`src/rtl/vga_sync.sv`:
```
// VGA raster timing generator: pixel-rate tick, h/v position counters and
// registered sync / video-enable outputs that all describe the same position.
module vga_sync #(
  parameter int TICK_DIV  = 4,
  parameter int H_DISPLAY = 640,
  parameter int H_FRONT   = 16,
  parameter int H_SYNC    = 96,
  parameter int H_BACK    = 48,
  parameter int V_DISPLAY = 480,
  parameter int V_FRONT   = 10,
  parameter int V_SYNC    = 2,
  parameter int V_BACK    = 33
) (
  input  logic       clk,
  input  logic       reset,
  output logic       hsync,
  output logic       vsync,
  output logic       video_on,
  output logic       p_tick,
  output logic [9:0] pixel_x,
  output logic [9:0] pixel_y,
  output logic       frame_start
);

  localparam int H_TOTAL = H_DISPLAY + H_FRONT + H_SYNC + H_BACK;
  localparam int V_TOTAL = V_DISPLAY + V_FRONT + V_SYNC + V_BACK;
  localparam int DIV_W   = $clog2(TICK_DIV);

  localparam logic [DIV_W-1:0] DIV_MAX  = DIV_W'(TICK_DIV - 1);
  localparam logic [DIV_W-1:0] DIV_ONE  = DIV_W'(1);
  localparam logic [9:0]       H_MAX    = 10'(H_TOTAL - 1);
  localparam logic [9:0]       V_MAX    = 10'(V_TOTAL - 1);
  localparam logic [9:0]       H_VIS    = 10'(H_DISPLAY);
  localparam logic [9:0]       V_VIS    = 10'(V_DISPLAY);
  localparam logic [9:0]       HS_START = 10'(H_DISPLAY + H_FRONT);
  localparam logic [9:0]       HS_END   = 10'(H_DISPLAY + H_FRONT + H_SYNC - 1);
  localparam logic [9:0]       VS_START = 10'(V_DISPLAY + V_FRONT);
  localparam logic [9:0]       VS_END   = 10'(V_DISPLAY + V_FRONT + V_SYNC - 1);

  logic [DIV_W-1:0] div_r;
  logic [DIV_W-1:0] div_next_s;
  logic             tick_s;
  logic [9:0]       h_next_s;
  logic [9:0]       v_next_s;
  logic             frame_wrap_s;

  // Next divider phase and next raster position; counters move only at the end of a tick cycle.
  always_comb begin
    div_next_s   = div_r;
    h_next_s     = pixel_x;
    v_next_s     = pixel_y;
    tick_s       = (div_r == DIV_MAX);
    frame_wrap_s = 1'b0;
    if (tick_s) begin
      div_next_s = '0;
      if (pixel_x == H_MAX) begin
        h_next_s = 10'd0;
        if (pixel_y == V_MAX) begin
          v_next_s     = 10'd0;
          frame_wrap_s = 1'b1;
        end else begin
          v_next_s = pixel_y + 10'd1;
        end
      end else begin
        h_next_s = pixel_x + 10'd1;
      end
    end else begin
      div_next_s = div_r + DIV_ONE;
    end
  end

  // State and output registers; decoding the next position keeps sync aligned with pixel_x/pixel_y.
  always_ff @(posedge clk) begin
    if (reset) begin
      div_r       <= '0;
      pixel_x     <= 10'd0;
      pixel_y     <= 10'd0;
      hsync       <= 1'b1;
      vsync       <= 1'b1;
      video_on    <= 1'b1;
      p_tick      <= 1'b0;
      frame_start <= 1'b0;
    end else begin
      div_r       <= div_next_s;
      pixel_x     <= h_next_s;
      pixel_y     <= v_next_s;
      hsync       <= !((h_next_s >= HS_START) && (h_next_s <= HS_END));
      vsync       <= !((v_next_s >= VS_START) && (v_next_s <= VS_END));
      video_on    <= (h_next_s < H_VIS) && (v_next_s < V_VIS);
      p_tick      <= (div_next_s == DIV_MAX);
      frame_start <= frame_wrap_s;
    end
  end

endmodule

```
`config.mk`:
```
export PLATFORM = sky130hd
export DESIGN_NAME = vga_sync
export DESIGN_NICKNAME = d
export VERILOG_FILES = /design/src/rtl/vga_sync.sv
export SDC_FILE = /design/constraint.sdc
export NUM_CORES = 1
export LEC_CHECK = 0
export BUFFER_PORTS_ARGS = -buffer_cell sky130_fd_sc_hd__buf_4
export CORE_MARGIN = 1.5
export CORE_UTILIZATION = 38
export DETAILED_ROUTE_END_ITERATION = 16
export GPL_TIMING_DRIVEN = 0
export SYNTH_ARGS = -nofsm -noshare
export SYNTH_HDL_FRONTEND = slang
export SYNTH_SLANG_ARGS = --single-unit
```
`constraint.sdc`:
```
create_clock -name clk -period 2.4 [get_ports clk]
set_input_delay 0.12 -clock clk [delete_from_list [all_inputs] [get_ports clk]]
set_output_delay 0.12 -clock clk [all_outputs]
set_load 0.05 [all_outputs]
```
==> Word-level counts from Yosys, hierarchy flattened <==
Cells that the tools add are included.
{ "word_totals": {"word_cells": 36, "in_bits": 2, "out_inout_bits": 25, "regBits": 27} }
{ "classes": {"muxes": 7, "n_reduce_logical": 6, "eq_ne": 4, "addsub": 3, "n_bitwise": 2, "n_lt_le_gt_ge": 6} }
{ "op_table": {"columns": ["cell", "count"], "rows": [
  ["10-bit two-way mux", 5],
  ["10-bit by 1-bit adder with 10-bit output (second input constant)", 2],
  ["10-bit == test (second input constant)", 2],
  ["10-bit >= comparator (second input constant)", 1],
  ["10-bit by 9-bit >= comparator with 1-bit output (second input constant)", 1],
  ["10-bit less-or-equal comparator (second input constant)", 1],
  ["10-bit by 9-bit less-or-equal comparator with 1-bit output (second input constant)", 1],
  ["10-bit less-than comparator (second input constant)", 1],
  ["10-bit by 9-bit less-than comparator with 1-bit output (second input constant)", 1],
  ["2-bit == test (second input constant)", 2],
  ["1-bit logical AND", 3],
  ["3-bit OR reduction", 1],
  ["2-bit by 1-bit adder with 2-bit output (second input constant)", 1],
  ["1-bit zero test", 2],
  ["2-bit two-way mux", 1],
  ["1-bit NOT", 2],
  ["1-bit two-way mux", 1]
]} }

==> Logic depth before layout (Yosys ltp) <==
Gate-level depths: netlist of run 1.
{ "logic_depth": {"word_depth": 7, "ltp_mapped": 9} }

==> Least setup slack after synthesis of run 1 <==
Ideal clock, no wire load.
{ "synth_path": {"path_type": "flip-flop to flip-flop", "from": "register pixel_x[0]", "to": "register vsync", "arrival_time_ns": 2.494, "required_time_ns": 2.273, "setup_slack_ns": -0.221, "period_less_slack_ns": 2.621, "stages_incl_launch_ff": 9, "n_path_buf": 1, "cell_sequence": "dfxtp_1 ha_1 nand2_1 or4_4 buf_6 nor3_1 nand4b_1 a2111oi_4 nand3b_1"} }
{ "synth_via": {"elab_chain_len": 6} }
{ "synth_rtl": {"columns": ["item", "line", "rtl"], "rows": [
  ["start: declaration", "20", "output logic [9:0] pixel_x,"],
  ["start signal: assignment", "85", "pixel_x <= h_next_s;"],
  ["10-bit == test *", "56", "if (pixel_x == H_MAX) begin"],
  ["10-bit two-way mux *", "56", null],
  ["10-bit two-way mux *", "54", "if (tick_s) begin"],
  ["10-bit by 9-bit >= comparator with 1-bit output or 10-bit by 9-bit less-or-equal comparator with 1-bit output (tied branches)", "88", "vsync <= !((v_next_s >= VS_START) && (v_next_s <= VS_END));"],
  ["1-bit logical AND *", "88", null],
  ["1-bit zero test *", "88", null],
  ["end signal: assignment", "88", null],
  ["end: declaration", "17", "output logic vsync,"]
]} }
Every way passes the cells marked *; elsewhere a longest branch is shown, timed or not.
A chain may end at the register's enable or synchronous reset.

==> Final worst setup path of run 1 <==
{ "layout_path": {"from": "register div_r[0]", "to": "register vsync"} }
{ "layout_via": {"elab_chain_len": 5} }
{ "layout_rtl": {"columns": ["item", "line", "rtl"], "rows": [
  ["start: declaration", "40", "logic [DIV_W-1:0] div_r;"],
  ["start signal: assignment", "84", "div_r <= div_next_s;"],
  ["2-bit == test *", "52", "tick_s = (div_r == DIV_MAX);"],
  ["10-bit two-way mux *", "54", null],
  ["10-bit by 9-bit >= comparator with 1-bit output or 10-bit by 9-bit less-or-equal comparator with 1-bit output (tied branches)", "88", null],
  ["1-bit logical AND *", "88", null],
  ["1-bit zero test *", "88", null]
]} }
Marked as above.

==> impl_metrics.py, run 1 <==
metrics = {
    "worst_setup_path": {
        "rr_startpoint": "div_r[0]",
        "critPathKind": "flip-flop to flip-flop",
        "r2r_end": "vsync",
        "endpoint_kind": "flip-flop",
        "critPathMaxFanout": 5,
        "crit_path_start_kind": "flip-flop",
        "r2r_slack_ps": 90,
        "worstPathArrival_ps": 2470,
        "worstPathRequired_ps": 2560,
        "r2r_cells": 9,
    },
    "yosys": {
        "syn-mean-instance-area_um2": 8.56,
        "synthTopCellsByArea": "dfxtp_1 (38%), xnor2_1 (6.7%), nor3_1 (4.5%)",
        "synthFlopType": "dfxtp_1",
        "yosys_warnings": 0,
        "synth_fp_nets": 174,
        "yosysSeqAreaShare_pct": 37.8,
        "yosys.cell_types.count": 44,
        "ys_ff_latch": 27,
        "syn_area_um2": 1430,
        "syn-instance-count": 167,
        "yosysTopAreaCell": "dfxtp_1",
        "synth-edff-count": 0,
        "yosys.area.top_type_share_pct": 37.8,
        "synthArstFlopShare_pct": 0,
    },
    "pwr": {
        "peakVddDrop_mv": 0.174,
        "intPower_mw": 0.591,
        "power_density_nw_per_um2": 405,
        "p_leak_nw": 0.717,
        "switchingPower_mw": 0.175,
        "power_frac_seq_pct": 60.1,
        "comb_power_share_pct": 6.1,
        "power_frac_clock_pct": 33.7,
        "switching_share_pct": 22.8,
    },
    "timing": {
        "fin_tns_setup_ps": 0,
        "setup_viol": 0,
        "fmax_ghz": 0.433,
        "skew_ps": 7.29,
        "max_slew_margin_pct": 67.7,
        "hold_viol": 0,
        "finalWorstPathRequiredPeriod_ps": 2310,
        "final_max_slew_viol_count": 0,
        "worstMarginPinSlew_ps": 481,
        "period_share_pct": 96.2,
    },
    "place": {
        "dp_hpwl_um": 2350,
        "gp_congestion": 0.839,
        "io_buffer_count": 26,
        "placed_cell_area_um2": 1700,
    },
    "clock_network": {
        "clk-insertion-delay-late_ps": 270,
        "clockBufferDepth": 2,
        "clock-root-buffer": "clkbuf_8",
        "numCtsBuffers": 3,
        "cts_sinks": 27,
        "cts_tree": "yes",
        "cts.clk_slew.worst_paths_ps": 90,
        "cts_hold_buffers": 0,
        "htreeDepth": 1,
    },
    "cells_and_area": {
        "syn_to_final_growth_pct": 32.2,
        "drive_gt1_share_pct": 31.9,
        "n_antenna_cell": 0,
        "nets": 212,
        "design_area_um2": 1890,
    },
    "drt": {
        "wire_per_inst_um": 13.1,
        "totalWireLength_um": 3300,
        "drtAntennaViolNets": 0,
        "first_pass_iters": 4,
        "via_count": 1310,
        "first_iter_violations": 100,
        "viasPerCell": 5.20,
        "drc_errors": 0,
    },
    "min_path": {
        "whs_endpoint": "pixel_y[9]",
        "hold_start": "reset",
        "hp-class": "input pin to flip-flop",
        "hold_path_depth": 3,
    },
    "status": {
        "status": "completed",
    },
    "grt": {
        "grtUsageMet2_pct": 29.3,
        "grt_overflow": 0,
        "grt_use_total_pct": 16.4,
        "grt_max_degree": 17,
        "gr-usage-met1_pct": 19.9,
        "grt_pass1_wl_um": 5440,
        "antenna_found_initial": 0,
        "top_usage_layer": "met2",
        "grt_use_met3_pct": 2.99,
        "grt_pass1_vias": 1216,
    },
    "job": {
        "cap_violations": 0,
    },
    "die": {
        "die_x_um": 64.3,
        "io_pins": 27,
        "start_util_pct": 39.4,
        "fp-row-count": 22,
        "coreArea_um2": 3630,
        "die_h_um": 64.3,
        "dieArea_um2": 4140,
    },
}
[flip-flops by register name, indices dropped and copies added, names as in the netlist]
signal and count:
pixel_x 10, pixel_y 10, div_r 2, frame_start 1
hsync 1, p_tick 1, video_on 1, vsync 1
[layer usage]
metal | vias to the layer above | routed length [um] | part of all wire (%)
met5 | - | 0 | 0
met4 | 0 | 34 | 1.0
met3 | 4 | 125 | 3.8
met2 | 35 | 1630 | 49
met1 | 605 | 1520 | 46
li1 | 666 | - | -
[through the flow]
| stage | utilization [%] | cells | total power, mW | hold slack, ps | worst slack (ps) |
|---|---|---|---|---|---|
| 2_1_floorplan | - | 167 | 0.494 | 317 | 13.2 |
| 6_report | 52.0 | 252 | 0.766 | 180 | 91.6 |
| 3_3_place_gp | 46.8 | 241 | 0.505 | 438 | -140 |
| 4_1_cts | 49.6 | 249 | 0.774 | 168 | 7.77 |
| 5_1_grt | 52.0 | 252 | 0.808 | 170 | -12.8 |
| 3_5_place_dp | 46.8 | 241 | 0.506 | 444 | -160 |
[cell families (layout without fill, tap and decap cells)]
kind of cell             Yosys count  count (layout)  synth area share (%)
AND/OR/NAND/NOR                   76              76                  29.4
AO/OA/AOI/OAI                     27              27                  13.5
flip-flops                        27              27                  37.8
buffers and inverters             17              54                  5.69
XOR/XNOR                          14              14                  8.57
adder cells (fa/ha/maj)            5               5                  4.37
multiplexers                       1               1                 0.700
[synthesized netlist by cell type (2+ instances only)]
cell      instances
dfxtp_1          27
nor2_1           17
nand2_1          14
nor3_1           13
xnor2_1          11
a21oi_1           8
inv_1             7
nand3_1           7
clkbuf_1          6
ha_1              5
o21ai_0           4
and2_1            3
nand4_1           3
nor4_1            3
xor2_1            3
a211oi_1          2
a22oi_1           2
a31oi_1           2
buf_2             2
buf_6             2
nor2b_1           2
or3_1             2
[power by group through the flow]
stage / Sequential [mW] / Combinational, mW / Clock [mW]
6_report: 0.461 / 0.0469 / 0.258
5_1_grt: 0.462 / 0.0509 / 0.295
4_1_cts: 0.459 / 0.0417 / 0.273
3_5_place_dp: 0.469 / 0.0369 / 0
3_3_place_gp: 0.468 / 0.0362 / 0
2_1_floorplan: 0.477 / 0.0175 / 0
[cells in the final DEF (no fill, tap or decap), drive strengths merged, types with 2 or more instances in the layout]
master and n:
o21ai 5, and2 3, nand4 3, nand2 14
nor2 17, buf 37, nor4 4, inv 7
or4 2, a22oi 2, nor2b 2, ha 5
xor2 3, or3 2, a31oi 2, xnor2 11
nor3 14, clkbuf 9, dfxtp 27, a21oi 8
nand3 7, a211oi 2
[area by class of cell]
cell class	count	area, um^2
Fill cell	350	1740
Multi-Input combinational cell	123	888
Timing Repair Buffer	33	248
Buffer	10	61.3
Clock inverter	1	7.51
Sequential cell	27	558
Inverter	7	26.3
Tap cell	48	60.1
Clock buffer	3	41.3
[how the worst max path moves through the flow]
stage	slack [ps]	start	to
floorplan	10	pixel_x[9]	vsync
global placement	-140	div_r[0]	vsync
detailed placement	-160	div_r[0]	vsync
CTS	8	pixel_x[7]	vsync
global route	-10	div_r[0]	vsync
finish	90	div_r[0]	vsync
[critical path, stage by stage, from the launching register on]
cell and delay, ps:
dfxtp_2 360, ha_4 130, buf_6 110, nand2_4 70, or4_4 530, buf_4 170
nor4_4 310, xnor2_2 120, a2111oi_4 260, nand3b_1 120
[repair_timing]
item	CTS	global route
setup buffers	4	3
pin swaps	3	5
cloned	0	0
endpoints found under the setup margin	3	3
endpoints found under the hold margin	0	0
resized for setup	7	12
No activity file was read; power rests on OpenSTA's default activity.
==> run 2: changes to the inputs <==
SETUP_SLACK_MARGIN = 0.5   (was default)
==> run 2 against run 1 <==
  * Die area did not move
  * Design area rose by 6.2%
  * Non-clock buffer count rose by 5
  * Sequential share of layout area fell by 1.2 points
  * Maximum frequency rose by 3.4%
  * Critical path type unchanged
  * Largest cell class unchanged
  * Largest power group unchanged
  * Highest routed layer unchanged
==> impl_metrics.py, run 2 (synthesis gave the netlist of run 1 again) <==
metrics = {
    "status": {
        "status": "completed",
    },
    "die": {
        "coreArea_um2": 3630,
        "io_pins": 27,
        "dieArea_um2": 4140,
        "die_h_um": 64.3,
        "fp-row-count": 22,
        "die_x_um": 64.3,
        "start_util_pct": 39.4,
    },
    "timing": {
        "finalWorstPathRequiredPeriod_ps": 2230,
        "max_slew_margin_pct": 66.2,
        "rsz0062_at_grt": "yes",
        "period_share_pct": 93.0,
        "hold_viol": 0,
        "final_max_slew_viol_count": 0,
        "setup_viol": 0,
        "worstMarginPinSlew_ps": 506,
        "whs_ps": 175,
        "fmax_ghz": 0.448,
        "skew_ps": 6.94,
    },
    "drt": {
        "totalWireLength_um": 3500,
        "via_count": 1340,
        "first_pass_iters": 4,
        "drtAntennaViolNets": 0,
        "viasPerCell": 5.21,
        "drc_errors": 0,
        "wire_per_inst_um": 13.6,
        "first_iter_violations": 66,
    },
    "clock_network": {
        "numCtsBuffers": 3,
        "cts_hold_buffers": 0,
        "clk-insertion-delay-late_ps": 270,
        "cts_sinks": 27,
        "cts_tree": "yes",
        "htreeDepth": 1,
        "clockBufferDepth": 2,
        "clock-root-buffer": "clkbuf_8",
        "cts.clk_slew.worst_paths_ps": 90,
    },
    "cells_and_area": {
        "top_regs": "pixel_x (10), pixel_y (10), div_r (2)",
        "syn_to_final_growth_pct": 40.4,
        "nets": 217,
        "seq_area_um2": 569,
        "multi_input_area_um2": 946,
        "n_antenna_cell": 0,
        "fillers": 363,
        "drive_gt1_share_pct": 42.1,
        "final_common_cell": "buf_4",
        "final_cell_mix": "buf_4 (38), nor2_1 (15), nand2_1 (13)",
    },
    "place": {
        "dp_hpwl_um": 2410,
        "io_buffer_count": 26,
        "gp_congestion": 0.829,
    },
    "min_path": {
        "hold_start": "reset",
        "whs_endpoint": "pixel_y[5]",
        "hold_path_depth": 4,
        "hp-class": "input pin to flip-flop",
    },
    "worst_setup_path": {
        "critPathMaxFanout": 5,
        "endpoint_kind": "flip-flop",
        "crit_path_start_kind": "flip-flop",
        "slowest_delay_ps": 540,
        "worstPathRequired_ps": 2560,
        "cp_slowest_cell": "or4_4",
        "critPathKind": "flip-flop to flip-flop",
        "r2r_end": "vsync",
        "r2r_cells": 8,
        "rr_startpoint": "pixel_x[7]",
        "r2r_slack_ps": 170,
        "worstPathArrival_ps": 2390,
        "path_cells": "buf_6 > nand4bb_4 > or4_4 > buf_8 > nor3_4 > nand4b_1 > a2111oi_4 > nand3b_1",
    },
    "job": {
        "cap_violations": 0,
    },
    "grt": {
        "grt_max_degree": 16,
        "grt_pass1_vias": 1242,
        "antenna_found_initial": 0,
        "grt_pass1_wl_um": 5550,
        "grt_use_total_pct": 17.0,
        "grt_overflow": 0,
    },
    "pwr": {
        "peakVddDrop_mv": 0.177,
        "p_leak_nw": 0.772,
        "power_density_nw_per_um2": 376,
        "power.total_mw": 0.755,
    },
}
run 2: cell count changes in the layout (fill, tap and decap cells not counted), moves of 2 or more:
| cell | previous run | this run |
|---|---|---|
| buf_4 | 33 | 38 |
| nor2_1 | 17 | 15 |
| nor2_2 | 0 | 2 |
| nand3_2 | 1 | 3 |
| dfxtp_4 | 2 | 4 |
| clkbuf_1 | 6 | 3 |
| dfxtp_2 | 8 | 11 |
| dfxtp_1 | 17 | 12 |
| clkbuf_2 | 0 | 3 |
| nand3_1 | 6 | 3 |
run 2: repair_timing:
item / 4_1_cts / 5_1_grt
resized for setup: 14 / 20
endpoints found under the setup margin: 11 / 12
buffers inserted: 7 / 5
pin swaps: 7 / 8
run 2: how the worst max path moves through the flow:
stage               startpoint    end  slack (ps)  cells past startpoint
finish              pixel_x[7]  vsync         170                      8
global placement      div_r[0]  vsync         -30                      9
global route        pixel_y[0]  vsync          40                      7
floorplan           pixel_x[7]  vsync         140                      8
CTS                   div_r[1]  vsync         190                      9
detailed placement    div_r[0]  vsync         -30                      9
run 2: worst max-delay path, delay by kind of cell, from the launching register on:
kind            cells  cell delay, ps
compound gates      1             380
flops               1             350
buf+inv             2             270
simple gates        5            1120
run 2: final cells by class:
type,count,area share (%)
Buffer,10,3.55
Tap cell,48,2.99
Inverter,7,1.31
Timing Repair Buffer,38,14.4
Multi-Input combinational cell,123,47.1
Sequential cell,27,28.3
Clock buffer,3,2.06
Clock inverter,1,0.249
run 2: through the flow:
| stage | instances | cell area [um^2] | setup slack [ps] | TNS [ps] | util [%] |
|---|---|---|---|---|---|
| global placement | 241 | 1730 | -33.9 | -33.9 | 47.6 |
| floorplan | 167 | 1480 | 136 | 0 | - |
| CTS | 252 | 1890 | 186 | 0 | 52.1 |
| global route | 257 | 2010 | 44.7 | 0 | 55.3 |
| finish | 257 | 2010 | 168 | 0 | 55.3 |
| detailed placement | 241 | 1730 | -30.4 | -46.3 | 47.6 |
run 2: routing by layer:
layer  vias up  share of wire, %  track usage (%)
li1        675                 -                -
met1       623                44             20.7
met2        36                51             30.6
met3         6               3.5             2.29
met4         0               1.3             5.32
met5         -                 0                0
run 2: where the power goes:
part	leakage, nW	internal [mW]	switching, mW
Combinational	0.520	0.0161	0.0257
Clock	0.0255	0.116	0.137
Sequential	0.227	0.453	0.00768
Total	0.772	0.585	0.170
==> run 3: changes to the inputs <==
PLACE_DENSITY = 0.63   (was default)
RECOVER_POWER = 100   (was default)
==> run 3 against run 2 <==
  * Hold slack improved by 16 ps
  * Non-clock buffer count unchanged
  * Worst setup slack worse by 23 ps
  * Clock power grew 4%
  * Clock-buffer cell count unchanged
  * Sequential share of layout area up 2.2 points
  * Combinational power grew 13%
  * Sequential power barely moved
  * Cell count is the same
  * Critical path depth grew 1
  * Design area is 7.9% lower
  * Largest cell class unchanged
  * Largest power group unchanged
  * Highest routed layer unchanged
==> impl_metrics.py, run 3 (synthesis gave the netlist of run 1 again) <==
metrics = {
    "drt": {
        "totalWireLength_um": 3530,
        "drtAntennaViolNets": 0,
        "via_count": 1360,
        "first_pass_iters": 4,
        "wire_per_inst_um": 13.7,
        "viasPerCell": 5.29,
        "drc_errors": 0,
        "first_iter_violations": 87,
    },
    "min_path": {
        "whs_endpoint": "pixel_y[5]",
        "hold_path_depth": 4,
        "hold_start": "reset",
        "hp-class": "input pin to flip-flop",
    },
    "timing": {
        "skew_ps": 6.27,
        "hold_viol": 0,
        "finalWorstPathRequiredPeriod_ps": 2260,
        "period_share_pct": 94.0,
        "fmax_ghz": 0.443,
        "worstMarginPinSlew_ps": 611,
        "max_slew_margin_pct": 59.5,
        "final_max_slew_viol_count": 0,
        "setup_viol": 0,
        "fin_tns_setup_ps": 0,
        "rsz0062_at_grt": "yes",
    },
    "cells_and_area": {
        "post-route-util_pct": 50.9,
        "design_area_um2": 1850,
        "n_antenna_cell": 0,
        "drive_gt1_share_pct": 25.8,
        "final_cell_mix": "clkbuf_1 (29), nor2_1 (17), buf_4 (13), nand2_1 (13), dfxtp_1 (13)",
        "multi_input_area_um2": 882,
        "fillers": 387,
        "nets": 217,
        "final_common_cell": "clkbuf_1",
        "seq_area_um2": 566,
        "top_regs": "pixel_x (10), pixel_y (10), div_r (2)",
        "syn_to_final_growth_pct": 29.4,
    },
    "grt": {
        "grt_use_total_pct": 18.2,
        "antenna_found_initial": 0,
        "grt_overflow": 0,
        "grt_pass1_vias": 1319,
        "grt_pass1_wl_um": 6010,
        "grt_max_degree": 17,
    },
    "clock_network": {
        "htreeDepth": 1,
        "cts_tree": "yes",
        "cts_sinks": 27,
        "clock-root-buffer": "clkbuf_8",
        "cts_hold_buffers": 0,
        "numCtsBuffers": 3,
        "cts.clk_slew.worst_paths_ps": 100,
        "clk-insertion-delay-late_ps": 280,
        "clockBufferDepth": 2,
    },
    "pwr": {
        "peakVddDrop_mv": 0.199,
        "power_density_nw_per_um2": 416,
        "power_frac_seq_pct": 59.6,
        "intPower_mw": 0.589,
        "comb_power_share_pct": 6.1,
        "p_leak_nw": 0.631,
        "switching_share_pct": 23.6,
        "power_frac_clock_pct": 34.3,
        "switchingPower_mw": 0.182,
    },
    "place": {
        "gp_congestion": 0.778,
        "io_buffer_count": 26,
        "dp_hpwl_um": 2380,
        "placed_cell_area_um2": 1730,
    },
    "status": {
        "status": "completed",
    },
    "die": {
        "start_util_pct": 39.4,
        "coreArea_um2": 3630,
        "fp-row-count": 22,
        "dieArea_um2": 4140,
        "die_h_um": 64.3,
        "die_x_um": 64.3,
        "io_pins": 27,
    },
    "worst_setup_path": {
        "r2r_cells": 9,
        "r2r_slack_ps": 140,
        "endpoint_kind": "flip-flop",
        "crit_path_start_kind": "flip-flop",
        "critPathKind": "flip-flop to flip-flop",
        "worstPathRequired_ps": 2560,
        "worstPathArrival_ps": 2420,
        "r2r_end": "vsync",
        "rr_startpoint": "div_r[0]",
        "critPathMaxFanout": 4,
    },
    "job": {
        "cap_violations": 0,
    },
}
==> run 3: cell types whose count changed in the layout (fill, tap and decap cells not counted), moves of 2 or more <==
| cell | before | now |
|---|---|---|
| nor2_2 | 2 | 0 |
| nor3_4 | 2 | 0 |
| nor2_1 | 15 | 17 |
| clkbuf_2 | 3 | 1 |
| buf_4 | 38 | 13 |
| clkbuf_1 | 3 | 29 |
| nand3_1 | 3 | 5 |
==> run 3: stage by stage <==
stage	instances	power (mW)	setup slack [ps]	hold slack, ps
floorplan	167	0.494	136	313
global placement	241	0.504	-36.8	438
detailed placement	241	0.506	-79.2	452
CTS	256	0.783	163	163
global route	257	0.806	39.1	192
finish	257	0.770	144	191
==> run 3: power by group through the flow <==
stage | clock network [mW] | logic [mW] | registers, mW
final | 0.264 | 0.0472 | 0.459
after global routing | 0.294 | 0.0517 | 0.460
after CTS | 0.275 | 0.0496 | 0.458
after detailed placement | 0 | 0.0382 | 0.468
after global placement | 0 | 0.0369 | 0.467
after floorplan | 0 | 0.0179 | 0.476
==> run 3: critical path, stage by stage (launching register included) <==
cell       delay, ps
dfxtp_2          370
ha_4             130
buf_6             90
nand2_4           50
or4_4            550
buf_8            150
nor3_2           120
nand4b_1         160
a2111oi_4        400
nand3b_1         120
==> run 3: cell type report <==
class	count	share of cell area, %
Tap cell	48	3.25
Sequential cell	27	30.6
Inverter	7	1.42
Multi-Input combinational cell	123	47.7
Clock inverter	1	0.406
Buffer	10	3.72
Clock buffer	3	2.23
Timing Repair Buffer	38	10.8
==> run 3: how the worst max path moves through the flow <==
stage,startpoint,endpoint,slack (ps),cells past startpoint
floorplan,pixel_x[7],vsync,140,8
global placement,div_r[0],vsync,-40,9
detailed placement,div_r[0],vsync,-80,9
CTS,div_r[1],vsync,160,9
global route,div_r[0],vsync,40,9
finish,div_r[0],vsync,140,9
==> run 3: what timing repair did <==
item	CTS	global route
resized for setup	16	10
endpoints found under the setup margin	13	12
buffers inserted	11	1
pin swaps	9	5
==> run 3: per-layer routing <==
metal	routed length [um]	vias up	part of all wire (%)	track usage [%]
li1	-	674	-	-
met1	1540	643	44	21.7
met2	1780	38	51	32.8
met3	157	5	4.4	2.46
met4	46	0	1.3	6.91
met5	0	-	0	0
